<file path="src/rtl/jtag_reg_bank_if.sv">
// JTAG register bank bus: TAP-side controls, shift data and bank outputs.
// Master drives TAP/test side, slave is the bank.
interface jtag_reg_bank_if #(
  parameter int NUM_REGS = 8,
  parameter int DATA_W   = 32,
  parameter int ADDR_W   = 8
);
  logic                       capture_dr;
  logic                       update_dr;
  logic                       extest_sel;
  logic [ADDR_W-1:0]          tcr_addr;
  logic                       tcr_wr;
  logic                       tcr_live;
  logic [DATA_W-1:0]          trcal_out;
  logic [NUM_REGS*DATA_W-1:0] status_i;
  logic [DATA_W-1:0]          trcal_in;
  logic [NUM_REGS*DATA_W-1:0] reg_q;
  logic [NUM_REGS-1:0]        wr_strobe;
  logic [7:0]                 err_cnt;
  logic                       busy;

  modport master (
    output capture_dr, update_dr, extest_sel,
    output tcr_addr, tcr_wr, tcr_live,
    output trcal_out, status_i,
    input  trcal_in, reg_q, wr_strobe,
    input  err_cnt, busy
  );

  modport slave (
    input  capture_dr, update_dr, extest_sel,
    input  tcr_addr, tcr_wr, tcr_live,
    input  trcal_out, status_i,
    output trcal_in, reg_q, wr_strobe,
    output err_cnt, busy
  );
endinterface

</file>
<file path="src/rtl/jtag_reg_bank.sv">
// JTAG-accessible register bank in the system clock domain.
// TAP strobes are synchronised, edge-detected and turned into actions.
module jtag_reg_bank #(
  parameter int                   NUM_REGS      = 8,
  parameter int                   DATA_W        = 32,
  parameter int                   ADDR_W        = 8,
  parameter logic [NUM_REGS-1:0]  RO_MASK       = '0,
  parameter logic [DATA_W-1:0]    RESET_VAL     = '0,
  parameter int                   DEBUG_ADDR    = 15,
  parameter logic [DATA_W-1:0]    DEBUG_PATTERN = 32'hDEAD_BEEF,
  parameter int                   SYNC_STAGES   = 2
) (
  input logic clk,
  input logic rst_n,
  jtag_reg_bank_if.slave bus
);

  logic [SYNC_STAGES-1:0] r_cap_s;
  logic [SYNC_STAGES-1:0] r_upd_s;
  logic                   r_cap_prev;
  logic                   r_upd_prev;
  logic                   r_pend;
  logic [DATA_W-1:0]      r_regs [NUM_REGS];
  logic [DATA_W-1:0]      r_trcal;
  logic [NUM_REGS-1:0]    r_strobe;
  logic [7:0]             r_err;

  logic                   w_cap_p;
  logic                   w_upd_p;
  logic                   w_cap;
  logic                   w_upd;
  logic                   w_both;
  logic                   w_in_rng;
  logic                   w_ro;
  logic                   w_dbg;
  logic                   w_vrd;
  logic                   w_vwr;
  logic                   w_wr_ok;
  logic                   w_err;
  logic [NUM_REGS-1:0]    w_hot;
  logic [DATA_W-1:0]      w_sel;
  logic [NUM_REGS*DATA_W-1:0] w_reg_q;

  always_ff @(posedge clk or negedge rst_n) begin
    if (!rst_n) begin
      r_cap_s    <= '0;
      r_upd_s    <= '0;
      r_cap_prev <= 1'b0;
      r_upd_prev <= 1'b0;
    end else begin
      r_cap_s    <= {r_cap_s[SYNC_STAGES-2:0], bus.capture_dr};
      r_upd_s    <= {r_upd_s[SYNC_STAGES-2:0], bus.update_dr};
      r_cap_prev <= r_cap_s[SYNC_STAGES-1];
      r_upd_prev <= r_upd_s[SYNC_STAGES-1];
    end
  end

  assign w_cap_p = r_cap_s[SYNC_STAGES-1] & ~r_cap_prev;
  assign w_upd_p = r_upd_s[SYNC_STAGES-1] & ~r_upd_prev;

  // Coincident strobes: update now, capture deferred one cycle
  assign w_both = w_cap_p & w_upd_p & bus.extest_sel;
  assign w_upd  = w_upd_p & bus.extest_sel & bus.tcr_wr;
  assign w_cap  = bus.extest_sel &
                  ((w_cap_p & ~w_upd_p) | r_pend);

  always_comb begin
    w_in_rng = 1'b0;
    w_ro     = 1'b0;
    w_hot    = '0;
    w_sel    = '0;
    for (int i = 0; i < NUM_REGS; i++) begin
      if (bus.tcr_addr == ADDR_W'(i)) begin
        w_in_rng = 1'b1;
        w_ro     = RO_MASK[i];
        w_hot[i] = 1'b1;
        w_sel    = RO_MASK[i] ?
                   bus.status_i[i*DATA_W +: DATA_W] :
                   r_regs[i];
      end
    end
    w_dbg = (bus.tcr_addr == ADDR_W'(DEBUG_ADDR));
    if (w_dbg) begin
      w_sel = DEBUG_PATTERN;
    end
  end

  assign w_vrd   = w_in_rng | w_dbg;
  assign w_vwr   = w_in_rng & ~w_ro;
  assign w_wr_ok = w_upd & w_vwr;
  assign w_err   = (w_cap & ~w_vrd) | (w_upd & ~w_vwr);

  always_ff @(posedge clk or negedge rst_n) begin
    if (!rst_n) begin
      for (int i = 0; i < NUM_REGS; i++) begin
        r_regs[i] <= RESET_VAL;
      end
      r_strobe <= '0;
      r_pend   <= 1'b0;
    end else begin
      for (int i = 0; i < NUM_REGS; i++) begin
        if (w_wr_ok && w_hot[i]) begin
          r_regs[i] <= bus.trcal_out;
        end
      end
      r_strobe <= w_wr_ok ? w_hot : '0;
      r_pend   <= w_both;
    end
  end

  always_ff @(posedge clk or negedge rst_n) begin
    if (!rst_n) begin
      r_trcal <= '0;
      r_err   <= 8'h00;
    end else begin
      if (w_cap) begin
        r_trcal <= w_vrd ? w_sel : '0;
      end else if (bus.tcr_live) begin
        r_trcal <= w_sel;
      end
      if (w_err && r_err != 8'hFF) begin
        r_err <= r_err + 8'd1;
      end
    end
  end

  always_comb begin
    w_reg_q = '0;
    for (int i = 0; i < NUM_REGS; i++) begin
      w_reg_q[i*DATA_W +: DATA_W] =
        RO_MASK[i] ? '0 : r_regs[i];
    end
  end

  assign bus.trcal_in  = r_trcal;
  assign bus.reg_q     = w_reg_q;
  assign bus.wr_strobe = r_strobe;
  assign bus.err_cnt   = r_err;
  assign bus.busy      = (|r_cap_s) | (|r_upd_s) | r_pend;

endmodule
</file>
<file path="src/flat_wrapper.sv">
// flat-port wrapper written by rule: the top's interface ports become plain ports
module jtag_reg_bank_flat 
#(
  parameter int                   NUM_REGS      = 8,
  parameter int                   DATA_W        = 32,
  parameter int                   ADDR_W        = 8,
  parameter logic [NUM_REGS-1:0]  RO_MASK       = '0,
  parameter logic [DATA_W-1:0]    RESET_VAL     = '0,
  parameter int                   DEBUG_ADDR    = 15,
  parameter logic [DATA_W-1:0]    DEBUG_PATTERN = 32'hDEAD_BEEF,
  parameter int                   SYNC_STAGES   = 2
)
  (clk, rst_n, bus_capture_dr, bus_update_dr, bus_extest_sel, bus_tcr_addr, bus_tcr_wr, bus_tcr_live, bus_trcal_out, bus_status_i, bus_trcal_in, bus_reg_q, bus_wr_strobe, bus_err_cnt, bus_busy);
  jtag_reg_bank_if #(.NUM_REGS(NUM_REGS), .DATA_W(DATA_W), .ADDR_W(ADDR_W)) bus_i ();
  input logic clk;
  input logic rst_n;
  input wire logic [$bits(bus_i.capture_dr)-1:0] bus_capture_dr;
  input wire logic [$bits(bus_i.update_dr)-1:0] bus_update_dr;
  input wire logic [$bits(bus_i.extest_sel)-1:0] bus_extest_sel;
  input wire logic [$bits(bus_i.tcr_addr)-1:0] bus_tcr_addr;
  input wire logic [$bits(bus_i.tcr_wr)-1:0] bus_tcr_wr;
  input wire logic [$bits(bus_i.tcr_live)-1:0] bus_tcr_live;
  input wire logic [$bits(bus_i.trcal_out)-1:0] bus_trcal_out;
  input wire logic [$bits(bus_i.status_i)-1:0] bus_status_i;
  output wire logic [$bits(bus_i.trcal_in)-1:0] bus_trcal_in;
  output wire logic [$bits(bus_i.reg_q)-1:0] bus_reg_q;
  output wire logic [$bits(bus_i.wr_strobe)-1:0] bus_wr_strobe;
  output wire logic [$bits(bus_i.err_cnt)-1:0] bus_err_cnt;
  output wire logic [$bits(bus_i.busy)-1:0] bus_busy;
  assign bus_i.capture_dr = bus_capture_dr;
  assign bus_i.update_dr = bus_update_dr;
  assign bus_i.extest_sel = bus_extest_sel;
  assign bus_i.tcr_addr = bus_tcr_addr;
  assign bus_i.tcr_wr = bus_tcr_wr;
  assign bus_i.tcr_live = bus_tcr_live;
  assign bus_i.trcal_out = bus_trcal_out;
  assign bus_i.status_i = bus_status_i;
  assign bus_trcal_in = bus_i.trcal_in;
  assign bus_reg_q = bus_i.reg_q;
  assign bus_wr_strobe = bus_i.wr_strobe;
  assign bus_err_cnt = bus_i.err_cnt;
  assign bus_busy = bus_i.busy;
  jtag_reg_bank #(.NUM_REGS(NUM_REGS), .DATA_W(DATA_W), .ADDR_W(ADDR_W), .RO_MASK(RO_MASK), .RESET_VAL(RESET_VAL), .DEBUG_ADDR(DEBUG_ADDR), .DEBUG_PATTERN(DEBUG_PATTERN), .SYNC_STAGES(SYNC_STAGES)) u_core (.clk(clk), .rst_n(rst_n), .bus(bus_i));
endmodule
</file>
<file path="config.mk">
export PLATFORM = sky130hd
export DESIGN_NAME = jtag_reg_bank_flat
export DESIGN_NICKNAME = d
export VERILOG_FILES = /design/src/rtl/jtag_reg_bank_if.sv /design/src/rtl/jtag_reg_bank.sv /design/src/flat_wrapper.sv
export SDC_FILE = /design/constraint.sdc
export NUM_CORES = 1
export LEC_CHECK = 0
export BUFFER_PORTS_ARGS = -buffer_cell sky130_fd_sc_hd__buf_2
export CAP_MARGIN = 25
export CORE_AREA = 2 2 237 239
export CTS_BUF_LIST = sky130_fd_sc_hd__clkbuf_4 sky130_fd_sc_hd__clkbuf_8
export DETAILED_ROUTE_END_ITERATION = 7
export DIE_AREA = 0 0 239 241
export SETUP_SLACK_MARGIN = 0.1
export SLEW_MARGIN = 15
export SYNTH_ARGS = -nofsm -noshare
export SYNTH_HDL_FRONTEND = slang
export SYNTH_SLANG_ARGS = --single-unit
</file>
<file path="constraint.sdc">
create_clock -name clk -period 2.2 [get_ports clk]
set_input_delay 0 -clock clk [delete_from_list [all_inputs] [get_ports clk]]
set_output_delay 0 -clock clk [all_outputs]
set_load 0.05 [all_outputs]
</file>
# Word-level counts from Yosys, hierarchy flattened
# Index checks and enable logic that the tools add are counted.
[word_totals]
regBits = 311
out_inout_bits = 305
input_bits = 303
[op_classes]
muxes = 28
reduce_logical = 13
eq_ne = 9
bitwise_logic = 21
addsub = 1
[ops]
columns = ["cell", "n"]
rows = [
  ["$mux W32", 12],
  ["$eq A8 B3 Y1 const B", 4],
  ["$eq A8 B2 Y1 const B", 2],
  ["$mux W1", 15],
  ["$and A1 B1 Y1", 11],
  ["$logic_and A1 B1 Y1", 9],
  ["$add A8 B1 Y8 const B", 1],
  ["$eq A8 B1 Y1 const B", 1],
  ["$eq A8 B4 Y1 const B", 1],
  ["$logic_not A8 Y1", 1],
  ["$mux W8", 1],
  ["$ne A8 B8 Y1 const B", 1],
  ["$not A1 Y1", 5],
  ["$or A1 B1 Y1", 5],
  ["$reduce_or A2 Y1", 2],
  ["$reduce_bool A2 Y1", 1],
]

# Longest topological paths before layout
# Gate-level depths: netlist of run 1.
[logic_depth]
word_depth = 14
depth_mapped = 8

# Least setup slack after synthesis of run 1
# No wires, ideal clock.
[synth_timing]
path_type = "register to register"
start = "register u_core.r_err[0] (netlist: u_core.bus.err_cnt[0])"
end = "register u_core.r_err[1] (netlist: u_core.bus.err_cnt[1])"
path_slack_ps = 155
arrival_time_ps = 1920
synth_period_minus_slack_ps = 2045
stages_incl_launch_ff = 6
t_required_ps = 2075
path_cell_list = "dfrtp_1 > ha_1 > nand3_1 > or3_1 > nand4b_1 > mux2_2"
[synth_between]
elab_chain_len = 2
elab_cells_between_ends = 3
[synth_lines]
columns = ["element", "line", "source"]
rows = [
  ["from (decl)", "jtag_reg_bank.sv:26", "logic [7:0] r_err;"],
  ["from (signal assigned)", "jtag_reg_bank.sv:122", "r_err <= r_err + 8'd1;"],
  ["branches (longest 2 deep; another with $add A8 B1 Y8)", "--", ""],
]
# Parallel ways; which one is timed is not known.
# A chain may end at the register's enable or synchronous reset.

# Worst setup path in the final report of run 1
[layout_timing]
start = "register u_core.r_upd_prev"
end = "register u_core.r_regs, in the netlist u_core.bus.reg_q[69]"
[layout_between]
elab_chain_len = 6
[layout_lines]
columns = ["element", "line", "source"]
rows = [
  ["from (decl)", "jtag_reg_bank.sv:21", "logic r_upd_prev;"],
  ["from (signal assigned)", "jtag_reg_bank.sv:54", "r_upd_prev <= r_upd_s[SYNC_STAGES-1];"],
  ["$not A1 Y1", "jtag_reg_bank.sv:59", "assign w_upd_p = r_upd_s[SYNC_STAGES-1] & ~r_upd_prev;"],
  ["$and A1 B1 Y1", "jtag_reg_bank.sv:59", ""],
  ["$and A1 B1 Y1 (2 in series)", "jtag_reg_bank.sv:63", "assign w_upd = w_upd_p & bus.extest_sel & bus.tcr_wr;"],
  ["$and A1 B1 Y1", "jtag_reg_bank.sv:90", "assign w_wr_ok = w_upd & w_vwr;"],
  ["$logic_and A1 B1 Y1", "jtag_reg_bank.sv:102", "if (w_wr_ok && w_hot[i]) begin"],
  ["to (signal, indexed assignment)", "jtag_reg_bank.sv:103", "r_regs[i] <= bus.trcal_out;"],
  ["to (decl)", "jtag_reg_bank.sv:23", "logic [DATA_W-1:0] r_regs [NUM_REGS];"],
]
# Every way passes these cells.

==> impl_metrics.json, run 1 <==
{
  "status": "complete, no violations",
  "drc_errors": 0,
  "start_util_pct": 25.5,
  "yosys.area.top_type_share_pct": 55.6,
  "clk_latency_ns": 0.65,
  "cts-buffers-inserted": 56,
  "yosysWarnings": 0,
  "finalHoldViolCount": 0,
  "gr-total-overflow": 0,
  "min_period_over_period_pct": 89.3,
  "yosysUniqueCellTypes": 40,
  "critPathRequiredTime_ns": 2.69,
  "timing_worst_setup_path_type": "reg2reg",
  "area_growth_pct": 32.7,
  "powerDensity_nw_per_um2": 710,
  "core-area_um2": 54900,
  "antenna_cells": 0,
  "synth.most_common_cell": "dfrtp_1",
  "syn_avg_cell_area_um2": 14.1,
  "p_leak_nw": 9.73,
  "routed_via_density": 4.79,
  "maxSlewViolCount": 0,
  "cts_sinks": 311,
  "skew_ns": 0.0402,
  "path_max_fanout": 14,
  "die_w_um": 239,
  "ys_seq_area_share_pct": 55.6,
  "postRouteAntennaNets": 0,
  "syn-num-nets": 1293,
  "finish.net_count": 1722,
  "netlist_area_um2": 14000,
  "ir_drop_mv": 0.459,
  "dr.first_iter.drc_count": 518,
  "grt_use_total_pct": 16.9,
  "finalSetupViolCount": 0,
  "max_cap_violations": 0,
  "power.total_mw": 13.2,
  "worstSetupStartpointType": "register",
  "die_y_um": 241,
  "path_cells": "nand4b_1, buf_4, or4_4, buf_4, mux2_4",
  "async_flop_share_pct": 100,
  "crit_path_frequent_cell": "buf_4",
  "root_buffer": "clkbuf_8",
  "antenna_found_initial": 1,
  "synthCells": 989,
  "wl_um": 49400,
  "fmax_ghz": 0.509,
  "htreeDepth": 2,
  "cp_slowest_cell": "or4_4",
  "grt_max_degree": 79,
  "ios": 608,
  "synth_edf_count": 0,
  "grt_pass1_vias": 10900,
  "portBuffers": 351,
  "timing.final.ws_setup_ns": 0.235,
  "globalplace.congestion": 0.758,
  "fp-row-count": 86,
  "tightest_slew_ns": 0.829,
  "synthTopCellsByArea": "dfrtp_1 56%, mux2_2 18%, mux2i_1 4.0%, mux2_4 3.1%, o22a_1 3.0%",
  "clk_pin_slew_ns": 0.06,
  "cts_tree": "built",
  "rsz0062_at_grt": "no",
  "hpwl_um": 34300,
  "drt_pass1_iterations": 4,
  "fin_crit_ns": 1.97,
  "crit_arrival_ns": 2.46,
  "fin_setup_tns_ns": 0,
  "post-route-util_pct": 33.8,
  "synth_seq_cells": 311,
  "grt_pass1_wl_um": 72300,
  "die_area_um2": 57600,
  "synth_ff_type": "dfrtp_1",
  "yosysTopAreaCell": "dfrtp_1",
  "cp-end-kind": "register",
  "clockBufferDepth": 3,
  "drive_gt1_share_pct": 54.3,
  "n_fill_cell": 5510,
  "synthTopCellsByCount": "311 x dfrtp_1, 226 x mux2_2, 56 x mux2i_1, 48 x o21a_1, 48 x o22a_1",
  "min_path_type": "in2reg",
  "wl_per_cell_um": 22.8,
  "dpl_worst_slack_ns": 0.110,
  "slew-limit-headroom_pct": 44.5,
  "slowest_delay_ns": 0.50,
  "via_count": 10400
}
## routing by layer
layer	GRT usage, %	share of wire [%]
met1	21.8	44
met2	27.5	47
met3	4.93	7.3
met4	4.89	2.0
met5	0	0.016
## metrics by stage
stage,cells,cell area (um^2),hold slack [ns]
floorplan,989,14000,-0.296
global placement,2022,16900,0.0587
detailed placement,2022,16900,0.0687
CTS,2165,18600,0.00688
global route,2165,18600,0.0430
finish,2165,18600,0.0620
## path summary, 6_finish.rpt
check / start / end / slack, ns / cells past startpoint
max: u_core.r_upd_prev$_DFF_PN0_ / u_core.bus.reg_q[69]$_DFFE_PN0P_ / 0.23 / 5
min: bus_tcr_live / u_core.bus.trcal_in[29]$_DFFE_PN0P_ / 0.06 / 5
max reg2reg: u_core.r_upd_prev$_DFF_PN0_ / u_core.bus.reg_q[69]$_DFFE_PN0P_ / 0.23 / 5
min reg2reg: u_core.r_upd_s[0]$_DFF_PN0_ / u_core.r_upd_s[1]$_DFF_PN0_ / 0.39 / 0
max in group asynchronous: rst_n / u_core.bus.reg_q[131]$_DFFE_PN0P_ / 0.85 / 4
min in group asynchronous: rst_n / u_core.bus.reg_q[39]$_DFFE_PN0P_ / 0.54 / 3
## placed cells by master, fill, tap and decap left out, types with 8 or more instances in the layout
| cell | count |
|---|---|
| o21a_1 | 48 |
| nor2_1 | 30 |
| o221ai_1 | 24 |
| buf_12 | 16 |
| mux2_4 | 29 |
| clkinv_2 | 11 |
| buf_2 | 348 |
| buf_4 | 40 |
| mux2_2 | 226 |
| clkbuf_8 | 67 |
| o22ai_1 | 8 |
| clkbuf_4 | 17 |
| dlygate4sd3_1 | 42 |
| inv_1 | 17 |
| dfrtp_1 | 311 |
| o22a_1 | 48 |
| mux4_2 | 16 |
| a22oi_1 | 24 |
| nand3b_1 | 24 |
| mux2i_1 | 56 |
## sequential cells by signal, indices dropped and copies added (netlist names), 2 cells and up
name                  flops
u_core.r_cap_s            2
u_core.bus.err_cnt        8
u_core.bus.wr_strobe      8
u_core.bus.trcal_in      32
u_core.bus.reg_q        256
u_core.r_upd_s            2
## power by group
group	switching, mW	internal, mW	leakage (nW)
combinational	1.02	0.417	4.81
sequential	0.115	5.85	4.28
clock	2.49	3.29	0.642
total	3.62	9.56	9.73
## worst max-delay path, delay by kind of cell (launching register included)
kind / cells / cell delay, ns
simple gates: 2 / 0.68
buf+inv: 2 / 0.44
flops: 1 / 0.38
mux: 1 / 0.33
## cell type report
cell class                      count  area [um^2]  area share [%]
Clock inverter                     17          150           0.809
Multi-Input combinational cell    585         5840            31.5
Tap cell                          704          881            4.74
Timing Repair Buffer              447         2800            15.1
Clock buffer                       84         1050            5.65
Sequential cell                   311         7780            41.9
Inverter                           17         63.8           0.344
## cells by family after synthesis
kind of cell | after synthesis | synth area share (%)
buffers and inverters | 93 | 2.98
adder cells (fa/ha/maj) | 1 | 0.0894
AO/OA/AOI/OAI | 156 | 8.91
XOR/XNOR | 7 | 0.438
multiplexers | 329 | 28.0
AND/OR/NAND/NOR | 92 | 3.93
flip-flops | 311 | 55.6
## repair_timing
item / 4_1_cts / 5_1_grt
setup buffers: 0 / 0
hold buffers: 42 / 0
endpoints found under the hold margin: 572 / 0
endpoints found under the setup margin: 0 / 6
resized for setup: 0 / 1
Power figures use the tool's default switching activity.
==> run 2: changes to the inputs <==
==> constraint.sdc (replaced) <==
create_clock -name clk -period 2.2 [get_ports clk]
set_input_delay 0.22 -clock clk [delete_from_list [all_inputs] [get_ports clk]]
set_output_delay 0.22 -clock clk [all_outputs]
set_load 0.05 [all_outputs]
==> run 2 against run 1 <==
Against the previous run: first-iteration DRC count increased by 1.4%; worst setup slack got worse by 0.030 ns; routed wire length increased by 0.96%; flip-flop and latch count unchanged; register-to-register slack got worse by 0.03 ns; combinational power about the same; critical path depth unchanged; cell area increased by 0.25%; total power increased by 0.47%; critical endpoint is now u_core.bus.reg_q[78]$_DFFE_PN0P_.
==> impl_metrics.json, run 2 (synthesized netlist as in run 1, its figures left out) <==
{
  "timing.rr.end": "u_core.bus.reg_q[78]$_DFFE_PN0P_",
  "fin_crit_ns": 2.00,
  "postRouteAntennaNets": 0,
  "start_util_pct": 25.5,
  "finalInstanceArea_um2": 18600,
  "final_cell_mix": "348 x buf_2, 311 x dfrtp_1, 226 x mux2_2, 71 x clkbuf_8, 56 x mux2i_1",
  "p_switching_mw": 3.62,
  "antenna_found_initial": 1,
  "final_common_cell": "buf_2",
  "dpl_cell_area_um2": 17000,
  "cp-endpoint": "u_core.bus.reg_q[78]$_DFFE_PN0P_",
  "powerDensity_nw_per_um2": 711,
  "power.total_mw": 13.2,
  "grt.busiest_layer": "met2",
  "crit_arrival_ns": 2.48,
  "skew_ns": 0.0191,
  "timing_worst_setup_path_type": "reg2reg",
  "p_seq_share_pct": 45.1,
  "root_buffer": "clkbuf_8",
  "switching_share_pct": 27.3,
  "htreeDepth": 2,
  "fin_setup_tns_ns": 0,
  "finalHoldViolCount": 0,
  "tightest_slew_ns": 0.497,
  "ir_drop_mv": 0.586,
  "clk_latency_ns": 0.62,
  "dr.first_iter.drc_count": 525,
  "area_growth_pct": 33.0,
  "finish.net_count": 1725,
  "r2r-start": "u_core.r_upd_prev$_DFF_PN0_",
  "cp-end-kind": "register",
  "gr-total-overflow": 0,
  "clk_pin_slew_ns": 0.06,
  "cts-buffers-inserted": 56,
  "drive_gt1_share_pct": 54.7,
  "grt_max_degree": 66,
  "pwr-share-comb_pct": 10.8,
  "min_path_type": "in2async",
  "drt_pass1_iterations": 5,
  "maxSlewViolCount": 0,
  "fmax_ghz": 0.501,
  "p_leak_nw": 9.77,
  "antenna_cells": 0,
  "rsz0062_at_grt": "no",
  "wl_per_cell_um": 23.0,
  "clockBufferDepth": 3,
  "largest_reg_flops": 256,
  "path_max_fanout": 18,
  "use_met3_pct": 5.39,
  "core-area_um2": 54900,
  "grtUsageMet1_pct": 21.7,
  "die_area_um2": 57600,
  "grt_use_total_pct": 17.0,
  "reg2reg_depth": 5,
  "die_w_um": 239,
  "grt_pass1_wl_um": 72300,
  "grtUsageMet2_pct": 27.7,
  "max_cap_violations": 0,
  "p_int_mw": 9.62,
  "power_frac_clock_pct": 44.1,
  "die_y_um": 241,
  "finalSetupViolCount": 0,
  "cts_sinks": 311,
  "globalplace.congestion": 0.775,
  "critPathRequiredTime_ns": 2.69,
  "fp-row-count": 86,
  "min_period_over_period_pct": 90.7,
  "routed_via_density": 4.80,
  "startpoint": "u_core.r_upd_prev$_DFF_PN0_",
  "reg2reg_slack_ns": 0.20,
  "drc_errors": 0,
  "slew-limit-headroom_pct": 66.9,
  "status": "complete, no violations",
  "wl_um": 49800,
  "ios": 608,
  "hpwl_um": 34600,
  "cts_tree": "built",
  "portBuffers": 351,
  "grt_pass1_vias": 10800,
  "via_count": 10400,
  "worstSetupStartpointType": "register"
}
-- run 2: changes by cell type in the layout (fill, tap and decap cells not counted), moves of 3 or more --
cell,previous run,this run
buf_12,16,19
buf_4,40,46
clkbuf_4,17,21
clkbuf_8,67,71
clkinv_2,11,5
dlygate4sd3_1,42,36
-- run 2: what timing repair did --
item | 4_1_cts | 5_1_grt
hold buffers | 36 | 0
buffers inserted | 0 | 0
endpoints found under the hold margin | 532 | 0
resized for setup | 0 | 0
-- run 2: worst max-delay path, cell delays in order (launching register included) --
cell and delay, ns:
dfrtp_1 0.38, nand4b_1 0.19, buf_4 0.19, or4_4 0.55, buf_12 0.21, mux2_4 0.32
-- run 2: power by group through the flow --
| stage | logic [mW] | clock network [mW] | registers, mW |
|---|---|---|---|
| after floorplan | 0.377 | 0 | 6.47 |
| after global placement | 1.38 | 0 | 6.06 |
| after detailed placement | 1.40 | 0 | 6.07 |
| after CTS | 1.45 | 6.03 | 5.97 |
| after global routing | 1.53 | 6.29 | 5.98 |
| final | 1.43 | 5.85 | 5.97 |
-- run 2: through the flow --
stage          hold slack (ns)  worst slack (ns)  utilization (%)  instances
3_5_place_dp             0.180            0.0640             31.1       2031
2_1_floorplan          -0.0756             0.155                -        989
6_report                 0.122             0.205             33.9       2167
4_1_cts                 0.0679             0.203             33.9       2167
3_3_place_gp             0.177            0.0767             31.1       2031
5_1_grt                 0.0932             0.143             33.9       2167
-- run 2: cell type report --
type | instances | area, um^2
clock inverter | 8 | 71.3
clock buffer | 92 | 1130
sequential | 311 | 7780
timing repair buffer | 450 | 2840
inverter | 17 | 63.8
multi-input combinational | 585 | 5840
tap | 704 | 881
fill | 5435 | 36300
-- run 2: worst min path at each step --
stage	startpoint	end	slack, ns
CTS	rst_n	u_core.bus.reg_q[39]$_DFFE_PN0P_	0.07
detailed placement	rst_n	u_core.bus.reg_q[39]$_DFFE_PN0P_	0.18
finish	rst_n	u_core.bus.reg_q[39]$_DFFE_PN0P_	0.12
global route	rst_n	u_core.bus.reg_q[39]$_DFFE_PN0P_	0.09
global placement	rst_n	u_core.bus.reg_q[39]$_DFFE_PN0P_	0.18
floorplan	rst_n	u_core.bus.err_cnt[0]$_DFFE_PN0P_	-0.08
-- run 2: per-layer routing --
metal  share of wire (%)  wire length [um]  vias to the layer above
met5               0.026                13                        -
met4                 1.9               964                        2
met3                 7.6              3780                       77
met2                  47             23400                      363
met1                  43             21600                     5408
li1                    -                 -                     4562
